==> config.mk <==
export PLATFORM = sky130hd
export DESIGN_NAME = adpll_gain_scheduler
export DESIGN_NICKNAME = d
export VERILOG_FILES = /design/src/rtl/adpll_gain_scheduler.sv
export SDC_FILE = /design/constraint.sdc
export NUM_CORES = 1
export LEC_CHECK = 0
export ABC_CLOCK_PERIOD_IN_PS = 11900
export CAP_MARGIN = 20
export CORE_ASPECT_RATIO = 0.7
export CORE_UTILIZATION = 54
export CTS_CLUSTER_SIZE = 14
export DETAILED_ROUTE_END_ITERATION = 10
export GPL_TIMING_DRIVEN = 0
export PLACE_DENSITY = 0.89
export SLEW_MARGIN = 20
export SYNTH_ARGS = -nofsm -noshare
export SYNTH_HDL_FRONTEND = slang
export SYNTH_SLANG_ARGS = --single-unit
==> constraint.sdc <==
create_clock -name fpga_clk_i -period 11.9 [get_ports fpga_clk_i]
set_input_delay 2.38 -clock fpga_clk_i [delete_from_list [all_inputs] [get_ports fpga_clk_i]]
set_output_delay 2.38 -clock fpga_clk_i [all_outputs]
set_load 0.02 [all_outputs]
==> src/rtl/adpll_gain_scheduler.sv <==
`default_nettype none
// ============================================================================
// Module   : adpll_gain_scheduler
// Brief    : Sequences the 2x2 NetworkADPLL array from wide-gain acquisition
//            to narrow-gain tracking, monitors per-node phase error for loss
//            of lock, and drives the shared enable/kp/ki words.
// Revision : 1.0 - initial release
// ============================================================================
module adpll_gain_scheduler #(
    parameter int PDET_WIDTH  = 8,
    parameter int KP_WIDTH    = 6,
    parameter int KI_WIDTH    = 9,
    parameter int CNT_WIDTH   = 16,
    parameter int LOCK_THR    = 4,
    parameter int UNLOCK_THR  = 16,
    parameter int LOCK_CNT    = 64,
    parameter int UNLOCK_CNT  = 8,
    parameter int ACQ_TIMEOUT = 4096
) (
    input  logic                    fpga_clk_i,
    input  logic                    reset_i,
    input  logic                    start_i,
    input  logic                    sample_i,
    input  logic [4*PDET_WIDTH-1:0] error_i,
    input  logic [KP_WIDTH-1:0]     kp_acq_i,
    input  logic [KI_WIDTH-1:0]     ki_acq_i,
    input  logic [KP_WIDTH-1:0]     kp_trk_i,
    input  logic [KI_WIDTH-1:0]     ki_trk_i,
    output logic                    enable_o,
    output logic [KP_WIDTH-1:0]     kp_o,
    output logic [KI_WIDTH-1:0]     ki_o,
    output logic                    locked_o,
    output logic                    fault_o,
    output logic [1:0]              state_o,
    output logic [CNT_WIDTH-1:0]    relock_cnt_o
);

    typedef enum logic [1:0] {
        ST_IDLE    = 2'b00,
        ST_ACQUIRE = 2'b01,
        ST_TRACK   = 2'b10,
        ST_FAULT   = 2'b11
    } state_t;

    // Magnitude saturation: the most negative code has no positive twin.
    localparam logic [PDET_WIDTH-1:0] c_most_neg   = {1'b1, {(PDET_WIDTH-1){1'b0}}};
    localparam logic [PDET_WIDTH-1:0] c_max_pos    = {1'b0, {(PDET_WIDTH-1){1'b1}}};
    localparam logic [PDET_WIDTH-1:0] c_lock_thr   = PDET_WIDTH'(LOCK_THR);
    localparam logic [PDET_WIDTH-1:0] c_unlock_thr = PDET_WIDTH'(UNLOCK_THR);
    localparam logic [CNT_WIDTH-1:0]  c_lock_cnt   = CNT_WIDTH'(LOCK_CNT);
    localparam logic [CNT_WIDTH-1:0]  c_unlock_cnt = CNT_WIDTH'(UNLOCK_CNT);
    localparam logic [CNT_WIDTH-1:0]  c_acq_tmo    = CNT_WIDTH'(ACQ_TIMEOUT);
    localparam logic                  c_tmo_en     = (ACQ_TIMEOUT != 0);

    // Registered state, counters and outputs
    state_t                r_state;
    logic [CNT_WIDTH-1:0]  r_lock_ctr;
    logic [CNT_WIDTH-1:0]  r_tmo_ctr;
    logic [CNT_WIDTH-1:0]  r_unl_ctr;
    logic [CNT_WIDTH-1:0]  r_relock_cnt;
    logic                  r_enable;
    logic [KP_WIDTH-1:0]   r_kp;
    logic [KI_WIDTH-1:0]   r_ki;
    logic                  r_locked;
    logic                  r_fault;

    // Next-state values
    state_t                w_state_nxt;
    logic [CNT_WIDTH-1:0]  w_lock_nxt;
    logic [CNT_WIDTH-1:0]  w_tmo_nxt;
    logic [CNT_WIDTH-1:0]  w_unl_nxt;
    logic [CNT_WIDTH-1:0]  w_relock_nxt;

    // Saturating increments of each counter
    logic [CNT_WIDTH-1:0]  w_lock_inc;
    logic [CNT_WIDTH-1:0]  w_tmo_inc;
    logic [CNT_WIDTH-1:0]  w_unl_inc;
    logic [CNT_WIDTH-1:0]  w_relock_inc;

    // Error magnitude
    logic [PDET_WIDTH-1:0] w_node_mag [4];
    logic [PDET_WIDTH-1:0] w_mag;
    logic                  w_lock_done;

    function automatic logic [CNT_WIDTH-1:0] sat_inc(input logic [CNT_WIDTH-1:0] v);
        return (&v) ? v : v + 1'b1;
    endfunction

    assign w_lock_inc   = sat_inc(r_lock_ctr);
    assign w_tmo_inc    = sat_inc(r_tmo_ctr);
    assign w_unl_inc    = sat_inc(r_unl_ctr);
    assign w_relock_inc = sat_inc(r_relock_cnt);

    // Per-node |err|, with the most negative code clamped to the max positive.
    generate
        for (genvar g = 0; g < 4; g++) begin : g_node
            logic [PDET_WIDTH-1:0] w_err;
            logic [PDET_WIDTH-1:0] w_neg;
            assign w_err = error_i[g*PDET_WIDTH +: PDET_WIDTH];
            assign w_neg = ~w_err + 1'b1;
            assign w_node_mag[g] = (w_err == c_most_neg)     ? c_max_pos :
                                   w_err[PDET_WIDTH-1]       ? w_neg     : w_err;
        end
    endgenerate

    // Largest magnitude over the four nodes
    always_comb begin
        w_mag = w_node_mag[0];
        for (int n = 1; n < 4; n++) begin
            if (w_node_mag[n] > w_mag) begin
                w_mag = w_node_mag[n];
            end
        end
    end

    // Next-state and counter update; counters move only on sample strobes
    always_comb begin
        w_state_nxt  = r_state;
        w_lock_nxt   = r_lock_ctr;
        w_tmo_nxt    = r_tmo_ctr;
        w_unl_nxt    = r_unl_ctr;
        w_relock_nxt = r_relock_cnt;
        w_lock_done  = 1'b0;

        if (!start_i) begin
            w_state_nxt = ST_IDLE;
            w_lock_nxt  = '0;
            w_tmo_nxt   = '0;
            w_unl_nxt   = '0;
        end else begin
            case (r_state)
                ST_IDLE: begin
                    w_state_nxt = ST_ACQUIRE;
                    w_lock_nxt  = '0;
                    w_tmo_nxt   = '0;
                    w_unl_nxt   = '0;
                end
                ST_ACQUIRE: begin
                    if (sample_i) begin
                        w_tmo_nxt = w_tmo_inc;
                        if (w_mag <= c_lock_thr) begin
                            w_lock_nxt = w_lock_inc;
                            if (w_lock_inc >= c_lock_cnt) begin
                                w_lock_done = 1'b1;
                            end
                        end else begin
                            w_lock_nxt = '0;
                        end
                        // Lock takes precedence when both complete on one sample
                        if (w_lock_done) begin
                            w_state_nxt = ST_TRACK;
                            w_lock_nxt  = '0;
                            w_tmo_nxt   = '0;
                            w_unl_nxt   = '0;
                        end else if (c_tmo_en && (w_tmo_inc >= c_acq_tmo)) begin
                            w_state_nxt = ST_FAULT;
                        end
                    end
                end
                ST_TRACK: begin
                    if (sample_i) begin
                        if (w_mag > c_unlock_thr) begin
                            w_unl_nxt = w_unl_inc;
                            if (w_unl_inc >= c_unlock_cnt) begin
                                w_state_nxt  = ST_ACQUIRE;
                                w_relock_nxt = w_relock_inc;
                                w_lock_nxt   = '0;
                                w_tmo_nxt    = '0;
                                w_unl_nxt    = '0;
                            end
                        end else begin
                            w_unl_nxt = '0;
                        end
                    end
                end
                ST_FAULT: begin
                    w_state_nxt = ST_FAULT;
                end
                default: begin
                    w_state_nxt = ST_IDLE;
                end
            endcase
        end
    end

    // State and counter registers
    always_ff @(posedge fpga_clk_i) begin
        if (reset_i) begin
            r_state      <= ST_IDLE;
            r_lock_ctr   <= '0;
            r_tmo_ctr    <= '0;
            r_unl_ctr    <= '0;
            r_relock_cnt <= '0;
        end else begin
            r_state      <= w_state_nxt;
            r_lock_ctr   <= w_lock_nxt;
            r_tmo_ctr    <= w_tmo_nxt;
            r_unl_ctr    <= w_unl_nxt;
            r_relock_cnt <= w_relock_nxt;
        end
    end

    // Output registers decoded from the next state so they align with state_o
    always_ff @(posedge fpga_clk_i) begin
        if (reset_i) begin
            r_enable <= 1'b0;
            r_kp     <= '0;
            r_ki     <= '0;
            r_locked <= 1'b0;
            r_fault  <= 1'b0;
        end else begin
            r_enable <= (w_state_nxt == ST_ACQUIRE) || (w_state_nxt == ST_TRACK);
            r_kp     <= (w_state_nxt == ST_TRACK) ? kp_trk_i : kp_acq_i;
            r_ki     <= (w_state_nxt == ST_TRACK) ? ki_trk_i : ki_acq_i;
            r_locked <= (w_state_nxt == ST_TRACK);
            r_fault  <= (w_state_nxt == ST_FAULT);
        end
    end

    assign enable_o     = r_enable;
    assign kp_o         = r_kp;
    assign ki_o         = r_ki;
    assign locked_o     = r_locked;
    assign fault_o      = r_fault;
    assign state_o      = r_state;
    assign relock_cnt_o = r_relock_cnt;

endmodule
`default_nettype wire
=== Word-level counts from Yosys, hierarchy flattened ===
Index checks and enable logic that the tools add are counted.
W data, S select, Z words.

* Output and inout bits: 36
* Logic and storage cells: 103
* Input port bits: 66
* Flip-flop bits (word level): 84

* Mux-type cells: 45
* $add $sub $neg: 8
* Bitwise gates (word level): 6
* Eq/ne operators: 15
* Reductions and logical operators: 11
* $lt $le $gt $ge: 8

{| class="wikitable"
|+ Operator list
! operator !! number
|-
| $mux W16 || 16
|-
| $pmux W16 S3 || 3
|-
| $mux W8 || 11
|-
| $add A16 B1 Y16 const B || 4
|-
| $reduce_and A16 Y1 || 4
|-
| $add A8 B1 Y8 const B || 4
|-
| $eq A8 B8 Y1 const B || 4
|-
| $not A8 Y8 || 4
|-
| $gt A8 B8 Y1 || 3
|-
| $ge A16 B13 Y1 const B || 1
|-
| $ge A16 B4 Y1 const B || 1
|-
| $ge A16 B7 Y1 const B || 1
|-
| $mux W2 || 7
|-
| $ne A2 B2 Y1 const B || 5
|-
| $mux W9 || 1
|-
| $eq A2 B2 Y1 const B || 4
|-
| $gt A8 B5 Y1 const B || 1
|-
| $le A8 B3 Y1 const B || 1
|-
| $pmux W2 S4 || 1
|-
| $mux W6 || 1
|-
| $reduce_and A6 Y1 || 1
|-
| $mux W1 || 5
|-
| $reduce_and A5 Y1 || 1
|-
| $eq A2 B1 Y1 const B || 2
|-
| other kinds (6) || 7
|}

=== Longest topological paths before layout ===
Gate-level depths: netlist of the first run.

* Depth in word-level cells: 21
* Depth in mapped cells: 45
* Gate-level depth less buffers: 41

=== Least setup slack after synthesis of the first run ===
OpenSTA, ideal clock, no wires.

* Kind: input-to-reg
* From: input port error_i[0]
* To: register r_ki[8] (netlist: ki_o[8])
* Stages on the path: 39
* Library setup time: 0.128 ns
* Path slack: 1.595 ns
* Arrival: 10.177 ns
* Path buffers: 5
* Cell sequence: inv_1 > ha_1 > nor4b_4 > a21oi_1 > mux2_2 > ha_1 > nor2b_1 > o211ai_1 > a21oi_1 > a211oi_4 > nor2_2 > buf_2 > mux2i_1 > ha_1 > nand2_1 > mux4_2 > o221a_1 > nor2_2 > [3 not listed] > o21a_1 > o21a_1 > o21ai_0 > a21oi_1 > o31a_1 > clkbuf_2 > and2_1 > a311oi_2 > nand4_1 > a21oi_1 > buf_2 > a21oi_1 > nor2_1 > ha_1 > clkbuf_1 > clkbuf_1 > mux2i_1 > nor2_1

* Word-level cells in the longest chain between the ends: 21
* Elaborated cells on any way between the ends: 25

{| class="wikitable"
|+ Ends and longest elaborated chain
! item !! RTL line !! source
|-
| from (decl) || 24 || <nowiki>input logic [4*PDET_WIDTH-1:0] error_i,</nowiki>
|-
| $not A8 Y8 || 100 || <nowiki>assign w_neg = ~w_err + 1'b1;</nowiki>
|-
| $add A8 B1 Y8 || 100 ||
|-
| $mux W8 || 102 || <nowiki>w_err[PDET_WIDTH-1] ? w_neg : w_err;</nowiki>
|-
| $mux W8 * || 101 || <nowiki>assign w_node_mag[g] = (w_err == c_most_neg) ? c_max_pos :</nowiki>
|-
| $gt A8 B8 Y1 || 110 || <nowiki>if (w_node_mag[n] > w_mag) begin</nowiki>
|-
| $mux W8 * || 110 ||
|-
| $gt A8 B8 Y1 || 110 ||
|-
| $mux W8 * || 110 ||
|-
| [6 not listed] || n/a ||
|-
| $mux W1 || 125 || <nowiki>if (!start_i) begin</nowiki>
|-
| $mux W2 || 150 || <nowiki>if (w_lock_done) begin</nowiki>
|-
| $mux W2 || 139 || <nowiki>if (sample_i) begin</nowiki>
|-
| $pmux W2 S4 * || 131 || <nowiki>case (r_state)</nowiki>
|-
| $mux W2 * || 125 ||
|-
| named net w_state_nxt[1] || 68 || <nowiki>state_t w_state_nxt;</nowiki>
|-
| $eq A2 B2 Y1 * || 214 || <nowiki>r_ki <= (w_state_nxt == ST_TRACK) ? ki_trk_i : ki_acq_i;</nowiki>
|-
| $mux W9 * || 214 ||
|-
| to (signal assigned) || 214 ||
|-
| to (decl) || 63 || <nowiki>logic [KI_WIDTH-1:0] r_ki;</nowiki>
|}

Mark *: on every way through the listed nets, which the timed path passes. The rest lies on a longest branch. The select of a mux whose other input is x is not followed.
A chain may end at the register's enable or synchronous reset.

=== Final worst setup path of the first run ===
* From: input port error_i[0]
* To: register r_kp[5] (netlist: kp_o[5])

* Word-level cells in the longest chain between the ends: 21
* Elaborated cells on any way between the ends: 25

{| class="wikitable"
|+ Ends and longest elaborated chain
! item !! RTL line !! source
|-
| $not A8 Y8 || 100 ||
|-
| $add A8 B1 Y8 || 100 ||
|-
| $mux W8 || 102 ||
|-
| $mux W8 * || 101 ||
|-
| $gt A8 B8 Y1 || 110 ||
|-
| $mux W8 * || 110 ||
|-
| $gt A8 B8 Y1 || 110 ||
|-
| $mux W8 * || 110 ||
|-
| [6 not listed] || n/a ||
|-
| $mux W1 || 125 ||
|-
| $mux W2 || 150 ||
|-
| $mux W2 || 139 ||
|-
| $pmux W2 S4 * || 131 ||
|-
| $mux W2 * || 125 ||
|-
| named net w_state_nxt[1] || 68 ||
|-
| $eq A2 B2 Y1 * || 213 || <nowiki>r_kp <= (w_state_nxt == ST_TRACK) ? kp_trk_i : kp_acq_i;</nowiki>
|-
| $mux W6 * || 213 ||
|-
| to (signal assigned) || 213 ||
|-
| to (decl) || 62 || <nowiki>logic [KP_WIDTH-1:0] r_kp;</nowiki>
|}

Marked as above.

==> results of run 1 <==
==> worst paths after layout <==
check                           slack, ns                      start  cells past startpoint                   endpoint
worst min register to register       0.50  r_unl_ctr[1]$_SDFFE_PP0P_                      2  r_unl_ctr[1]$_SDFFE_PP0P_
worst min-delay path                 0.50  r_unl_ctr[1]$_SDFFE_PP0P_                      2  r_unl_ctr[1]$_SDFFE_PP0P_
worst max-delay path                 0.60                 error_i[0]                     40         kp_o[5]$_SDFF_PP0_
worst max register to register       7.13  r_unl_ctr[6]$_SDFFE_PP0P_                     17         kp_o[5]$_SDFF_PP0_
==> layer usage <==
layer	track usage (%)	up-vias	wire [um]
met2	49.0	260	7550
met3	5.09	42	993
met5	0	-	0
li1	-	2961	-
met4	8.54	0	283
met1	36.1	2854	7090
==> cells in the mapped netlist, types with 3 or more instances <==
library cell	number	area, sq um
a211o_1	13	114
a211oi_1	5	37.5
a21oi_1	44	220
a31oi_1	8	50.1
and2_1	28	175
and3_1	22	138
and4_1	5	43.8
buf_2	8	40.0
clkbuf_1	12	45.0
dfxtp_1	84	1680
ha_1	31	388
inv_1	37	139
mux2_2	4	45.0
mux2i_1	20	200
nand2_1	77	289
nand2b_1	7	43.8
nand3_1	35	175
nand4_1	19	119
nand4b_1	3	26.3
nor2_1	56	210
nor2b_1	8	50.1
nor3_1	30	150
nor4_1	8	50.1
o211ai_1	5	37.5
o21a_1	5	37.5
o21ai_0	41	205
o22a_1	4	35.0
o31a_1	3	26.3
o31ai_1	18	135
or3_1	6	37.5
or4_1	13	97.6
xnor2_1	5	43.8
xor2_1	10	87.6
==> power by group through the flow <==
stage | sequential, W | clock (W) | combinational, W
2_1_floorplan | 0.000296 | 0 | 0.000207
3_3_place_gp | 0.000292 | 0 | 0.000273
3_5_place_dp | 0.000292 | 0 | 0.000287
4_1_cts | 0.000285 | 0.000260 | 0.000288
5_1_grt | 0.000286 | 0.000272 | 0.000321
6_report | 0.000285 | 0.000261 | 0.000294
==> worst reg2reg max path, stage by stage (launching register included) <==
cell and delay [ns]:
dfxtp_1 0.43, nand3_1 0.17, nor3_1 0.29, a21oi_1 0.18, a211oi_1 0.27, a41oi_1 0.07
or4_1 0.51, or4b_2 0.69, nand2_1 0.12, a211oi_1 0.07, a21oi_1 0.27, buf_2 0.25
a21oi_1 0.09, nor2_1 0.18, ha_2 0.36, clkbuf_2 0.38, mux2i_1 0.26, nor2_1 0.06
==> timing repair <==
action / in CTS / in global routing
resized for setup: 0 / 5
endpoints found under the setup margin: 0 / 10
endpoints found under the hold margin: 0 / 0
==> cells by family after synthesis <==
group / after synthesis
DFF: 84
and+or+nand+nor: 331
buffers and inverters: 61
AOI/OAI and AO/OA: 187
adders and majority gates: 31
xor gates and xnor gates: 16
muxes: 25
==> state kept, by name, indices dropped and copies added, names as in the netlist <==
signal,count
r_lock_ctr,16
r_tmo_ctr,16
r_unl_ctr,16
relock_cnt_o,16
ki_o,9
kp_o,6
state_o,2
enable_o,1
fault_o,1
locked_o,1
==> metrics by stage <==
step | setup TNS [ns] | power (W) | hold WS (ns) | cell area [sq um]
after floorplan | 0 | 0.000502 | 0.444 | 5860
after global placement | 0 | 0.000565 | 0.469 | 7000
after detailed placement | -1.06 | 0.000579 | 0.484 | 7000
after CTS | 0 | 0.000834 | 0.502 | 7270
after global routing | 0 | 0.000879 | 0.521 | 7280
final | 0 | 0.000841 | 0.502 | 7280
==> layout make-up <==
type | instances | area, sq um
multi-input combinational | 590 | 3930
buffer | 23 | 114
clock inverter | 5 | 37.5
timing repair buffer | 98 | 981
clock buffer | 11 | 233
sequential | 84 | 1680
tap | 132 | 165
inverter | 37 | 139
fill | 808 | 3160
==> results.sh, run 1 <==
export IMPL_synth_top_family_by_area="simple AND/OR/NAND/NOR gates"
export IMPL_crit_path_end_kind="flip-flop"
export IMPL_max_clock_freq_mhz=88.5
export IMPL_most_common_layout_cells="clkdlybuf4s50_1, dfxtp_1, nand2_1"
export IMPL_vias=6117
export IMPL_synthToLayoutAreaGrowth_pct=24.2
export IMPL_worst_path_max_fanout=10
export IMPL_rows=31
export IMPL_netSwitchingFraction_pct=34.6
export IMPL_drt_wl_total_um=15900
export IMPL_cts_buffers=9
export IMPL_intPower_w=0.000550
export IMPL_post_cts_repair_setup_buffers=0
export IMPL_synth_ff_type="dfxtp_1"
export IMPL_postRouteAntennaNets=0
export IMPL_dp_slack_ns=-0.134
export IMPL_synth_xor_area_share_pct=2.52
export IMPL_die_w_um=126
export IMPL_grt_pass1_wl_um=25600
export IMPL_synth_distinct_cells=81
export IMPL_period_share_pct=94.9
export IMPL_synth_simple_gate_area_share_pct=29.5
export IMPL_cts_tree="done"
export IMPL_p_sw_w=0.000291
export IMPL_cts_max_level=3
export IMPL_outcome="complete, no violations"
export IMPL_n_antenna_cell=0
export IMPL_overflow=0
export IMPL_port_buffers=98
export IMPL_fin_cells=980
export IMPL_finalNetCount=940
export IMPL_yosysSeqAreaShare_pct=28.7
export IMPL_cp_data_arrival_time_ns=11.52
export IMPL_viasPerCell=6.24
export IMPL_grt_pass1_vias=5565
export IMPL_report_final_slew_viol_count=0
export IMPL_synth_compound_area_share_pct=23.7
export IMPL_core_sq_um=10400
export IMPL_crit_path_top_delay_cell="mux4_2"
export IMPL_fin_skew_ns=0.00927
export IMPL_hold_viol=0
export IMPL_rsz0062_at_grt="false"
export IMPL_leakage_nw=2.84
export IMPL_synth_edf_count=0
export IMPL_die_height_um=89.1
export IMPL_cts_hold_buf=0
export IMPL_start_util_pct=56.1
export IMPL_muxShareOfSynthArea_pct=4.57
export IMPL_clk_pin_slew_worst_paths_ns=0.06
export IMPL_avgRoutedWirePerCell_um=16.2
export IMPL_syn_nets=832
export IMPL_dp_cells=965
export IMPL_ys_ff_latch=84
export IMPL_final_util_pct=69.8
export IMPL_worst_pin_slew_ns=0.812
export IMPL_cts_num_sinks=84
export IMPL_route_detailed_drc=0
export IMPL_antenna_found_initial=0
export IMPL_hpwlAfterDp_um=12200
export IMPL_drive_gt1_share_pct=7.08
export IMPL_async_reset_ff_share_pct=0
export IMPL_clk_latency_ns=0.35
export IMPL_period_needed_ns=11.30
export IMPL_drt_iter0_drc=664
export IMPL_peakVddDrop_v=0.0000707
export IMPL_critical_path_class="primary input to flip-flop"
export IMPL_dieArea_sq_um=11300
export IMPL_setup_ws_ns=0.602
export IMPL_p_clk_share_pct=31.0
export IMPL_cellPowerDensity_nw_per_um2=116
export IMPL_cp_buffers_inverters=6
export IMPL_io_pins=102
export IMPL_critical_path_top_delay_family="compound AO/OA/AOI/OAI gates"
export IMPL_seqPwrFrac_pct=33.9
export IMPL_root_buffer="clkbuf_16"
export IMPL_synthAdderAreaFrac_pct=6.62
export IMPL_synth_area_sq_um=5860
export IMPL_hold_class="flip-flop to flip-flop"
export IMPL_p_comb_share_pct=35.0
export IMPL_required_ns=12.12
export IMPL_postSynthCellCount=735
export IMPL_gp_congestion=0.925
export IMPL_startpoint_type="primary input"
export IMPL_grt_max_degree=15
export IMPL_cts_buffer_depth=2
export IMPL_syn_avg_cell_area_sq_um=7.97
export IMPL_firstDrtPassIters=5
export IMPL_setup_viol=0
export IMPL_track_usage_pct=28.2
export IMPL_maxCapViolations=0
export IMPL_max_stage_delay_ns=0.54
export IMPL_slew_headroom_pct=45.4
export IMPL_final_common_cell="clkdlybuf4s50_1"
export IMPL_yosys_warnings=0
Power figures use the tool's default switching activity.
==> run 2: changes to the inputs <==
- CORE_UTILIZATION: 54 -> 55
- CTS_BUF_LIST: not set -> sky130_fd_sc_hd__clkbuf_8
- PLACE_DENSITY: 0.89 -> 0.91
==> results.sh, run 2 (same netlist as run 1, synthesis figures left out) <==
export IMPL_outcome="complete, no violations"
export IMPL_period_needed_ns=11.18
export IMPL_viasPerCell=6.30
export IMPL_cts_buffer_depth=2
export IMPL_firstDrtPassIters=7
export IMPL_p_comb_share_pct=37.7
export IMPL_track_usage_pct=27.7
export IMPL_gp_congestion=0.921
export IMPL_synthToLayoutAreaGrowth_pct=23.3
export IMPL_clk_pin_slew_worst_paths_ns=0.09
export IMPL_report_final_slew_viol_count=0
export IMPL_worst_path_max_fanout=10
export IMPL_p_sw_w=0.000284
export IMPL_cts_max_level=3
export IMPL_io_pins=102
export IMPL_maxCapViolations=0
export IMPL_startpoint_type="primary input"
export IMPL_clk_latency_ns=0.37
export IMPL_drt_wl_total_um=15700
export IMPL_critical_path_class="primary input to flip-flop"
export IMPL_hold_class="flip-flop to flip-flop"
export IMPL_intPower_w=0.000511
export IMPL_root_buffer="clkbuf_8"
export IMPL_drive_gt1_share_pct=7.43
export IMPL_rows=31
export IMPL_peakVddDrop_v=0.0000623
export IMPL_grt_pass1_wl_um=25300
export IMPL_dieArea_sq_um=11100
export IMPL_vias=6178
export IMPL_cts_tree="done"
export IMPL_required_ns=12.15
export IMPL_worst_pin_slew_ns=0.864
export IMPL_die_w_um=125
export IMPL_finalNetCount=940
export IMPL_cts_num_sinks=84
export IMPL_cts_buffers=9
export IMPL_slew_headroom_pct=41.9
export IMPL_netSwitchingFraction_pct=35.7
export IMPL_avgRoutedWirePerCell_um=16.1
export IMPL_crit_path_top_delay_cell="mux4_2"
export IMPL_most_common_layout_cells="clkdlybuf4s50_1, dfxtp_1, nand2_1"
export IMPL_hpwlAfterDp_um=12200
export IMPL_postRouteAntennaNets=0
export IMPL_grt_pass1_vias=5442
export IMPL_rsz0062_at_grt="false"
export IMPL_max_clock_freq_mhz=89.5
export IMPL_p_clk_share_pct=26.4
export IMPL_leakage_nw=2.82
export IMPL_crit_path_end_kind="flip-flop"
export IMPL_seqPwrFrac_pct=35.8
export IMPL_core_sq_um=10400
export IMPL_route_detailed_drc=0
export IMPL_drt_iter0_drc=654
export IMPL_start_util_pct=56.6
export IMPL_die_height_um=88.3
export IMPL_fin_skew_ns=0.0102
export IMPL_antenna_found_initial=0
export IMPL_grt_max_degree=15
export IMPL_port_buffers=98
export IMPL_holdWs_ns=0.504
export IMPL_cp_data_arrival_time_ns=11.42
export IMPL_final_common_cell="clkdlybuf4s50_1"
export IMPL_overflow=0
export IMPL_cts_hold_buf=0
export IMPL_final_util_pct=69.7
export IMPL_n_antenna_cell=0
export IMPL_cellPowerDensity_nw_per_um2=110
export IMPL_post_cts_repair_setup_buffers=0
export IMPL_period_share_pct=93.9
export IMPL_setup_viol=0
export IMPL_hold_viol=0
export IMPL_max_stage_delay_ns=0.55
## run 2: changes by cell type in the layout (fill, tap and decap cells not counted), sizes merged
cell / before / now
clkbuf: 23 / 22
bufinv: 0 / 1
clkinvlp: 2 / 1
inv: 38 / 39
## run 2: stage by stage
step	setup TNS, ns	power [W]	std cells	setup WS (ns)	cell area, sq um
5_1_grt	0	0.000835	980	0.0584	7220
6_report	0	0.000795	980	0.724	7220
4_1_cts	0	0.000787	981	0.272	7210
2_1_floorplan	0	0.000502	735	1.60	5860
3_5_place_dp	-0.281	0.000582	965	-0.0655	7000
3_3_place_gp	0	0.000564	965	0.217	7000
## run 2: power by group through the flow
| stage | clock network, W | registers [W] | logic, W |
|---|---|---|---|
| detailed placement | 0 | 0.000292 | 0.000290 |
| global route | 0.000224 | 0.000285 | 0.000326 |
| finish | 0.000210 | 0.000285 | 0.000300 |
| floorplan | 0 | 0.000296 | 0.000207 |
| global placement | 0 | 0.000292 | 0.000273 |
| CTS | 0.000211 | 0.000285 | 0.000291 |
## run 2: final timing paths
| check | end | from | slack (ns) | depth (start not counted) |
|---|---|---|---|---|
| setup reg to reg | ki_o[7]$_SDFF_PP0_ | r_unl_ctr[6]$_SDFFE_PP0P_ | 7.08 | 17 |
| hold reg to reg | relock_cnt_o[5]$_SDFFE_PP0P_ | relock_cnt_o[5]$_SDFFE_PP0P_ | 0.50 | 2 |
| setup / recovery | ki_o[7]$_SDFF_PP0_ | error_i[0] | 0.72 | 39 |
| hold / removal | relock_cnt_o[5]$_SDFFE_PP0P_ | relock_cnt_o[5]$_SDFFE_PP0P_ | 0.50 | 2 |
## run 2: final cells by class
class	count	area, sq um
Multi-Input combinational cell	590	3940
Fill cell	795	3140
Sequential cell	84	1680
Timing Repair Buffer	98	981
Tap cell	132	165
Inverter	37	139
Clock buffer	10	138
Buffer	23	116
Clock inverter	6	63.8
## run 2: worst max-delay path, delay by kind of cell
family / cells / cell delay (ns)
AO/OA/AOI/OAI: 14 / 2.82
multiplexers: 4 / 1.28
buffers and inverters: 6 / 1.54
AND/OR/NAND/NOR: 10 / 1.83
adder cells (fa/ha/maj): 5 / 1.55
## run 2: repair_timing
action | 4_1_cts | 5_1_grt
setup endpoints to repair | 0 | 16
hold endpoints to repair | 0 | 0
gates resized for setup | 0 | 9
## run 2: per-layer routing
layer  track usage (%)  wire, um
met4              7.32       248
met2              46.3      7460
met3              5.08      1070
met1              37.3      6950
met5                 0         0
==> run 3: changes to the inputs <==
- TNS_END_PERCENT: not set -> 10
==> results of run 3 <==
The final DEF is identical to that of run 2; final timing and power are the same.
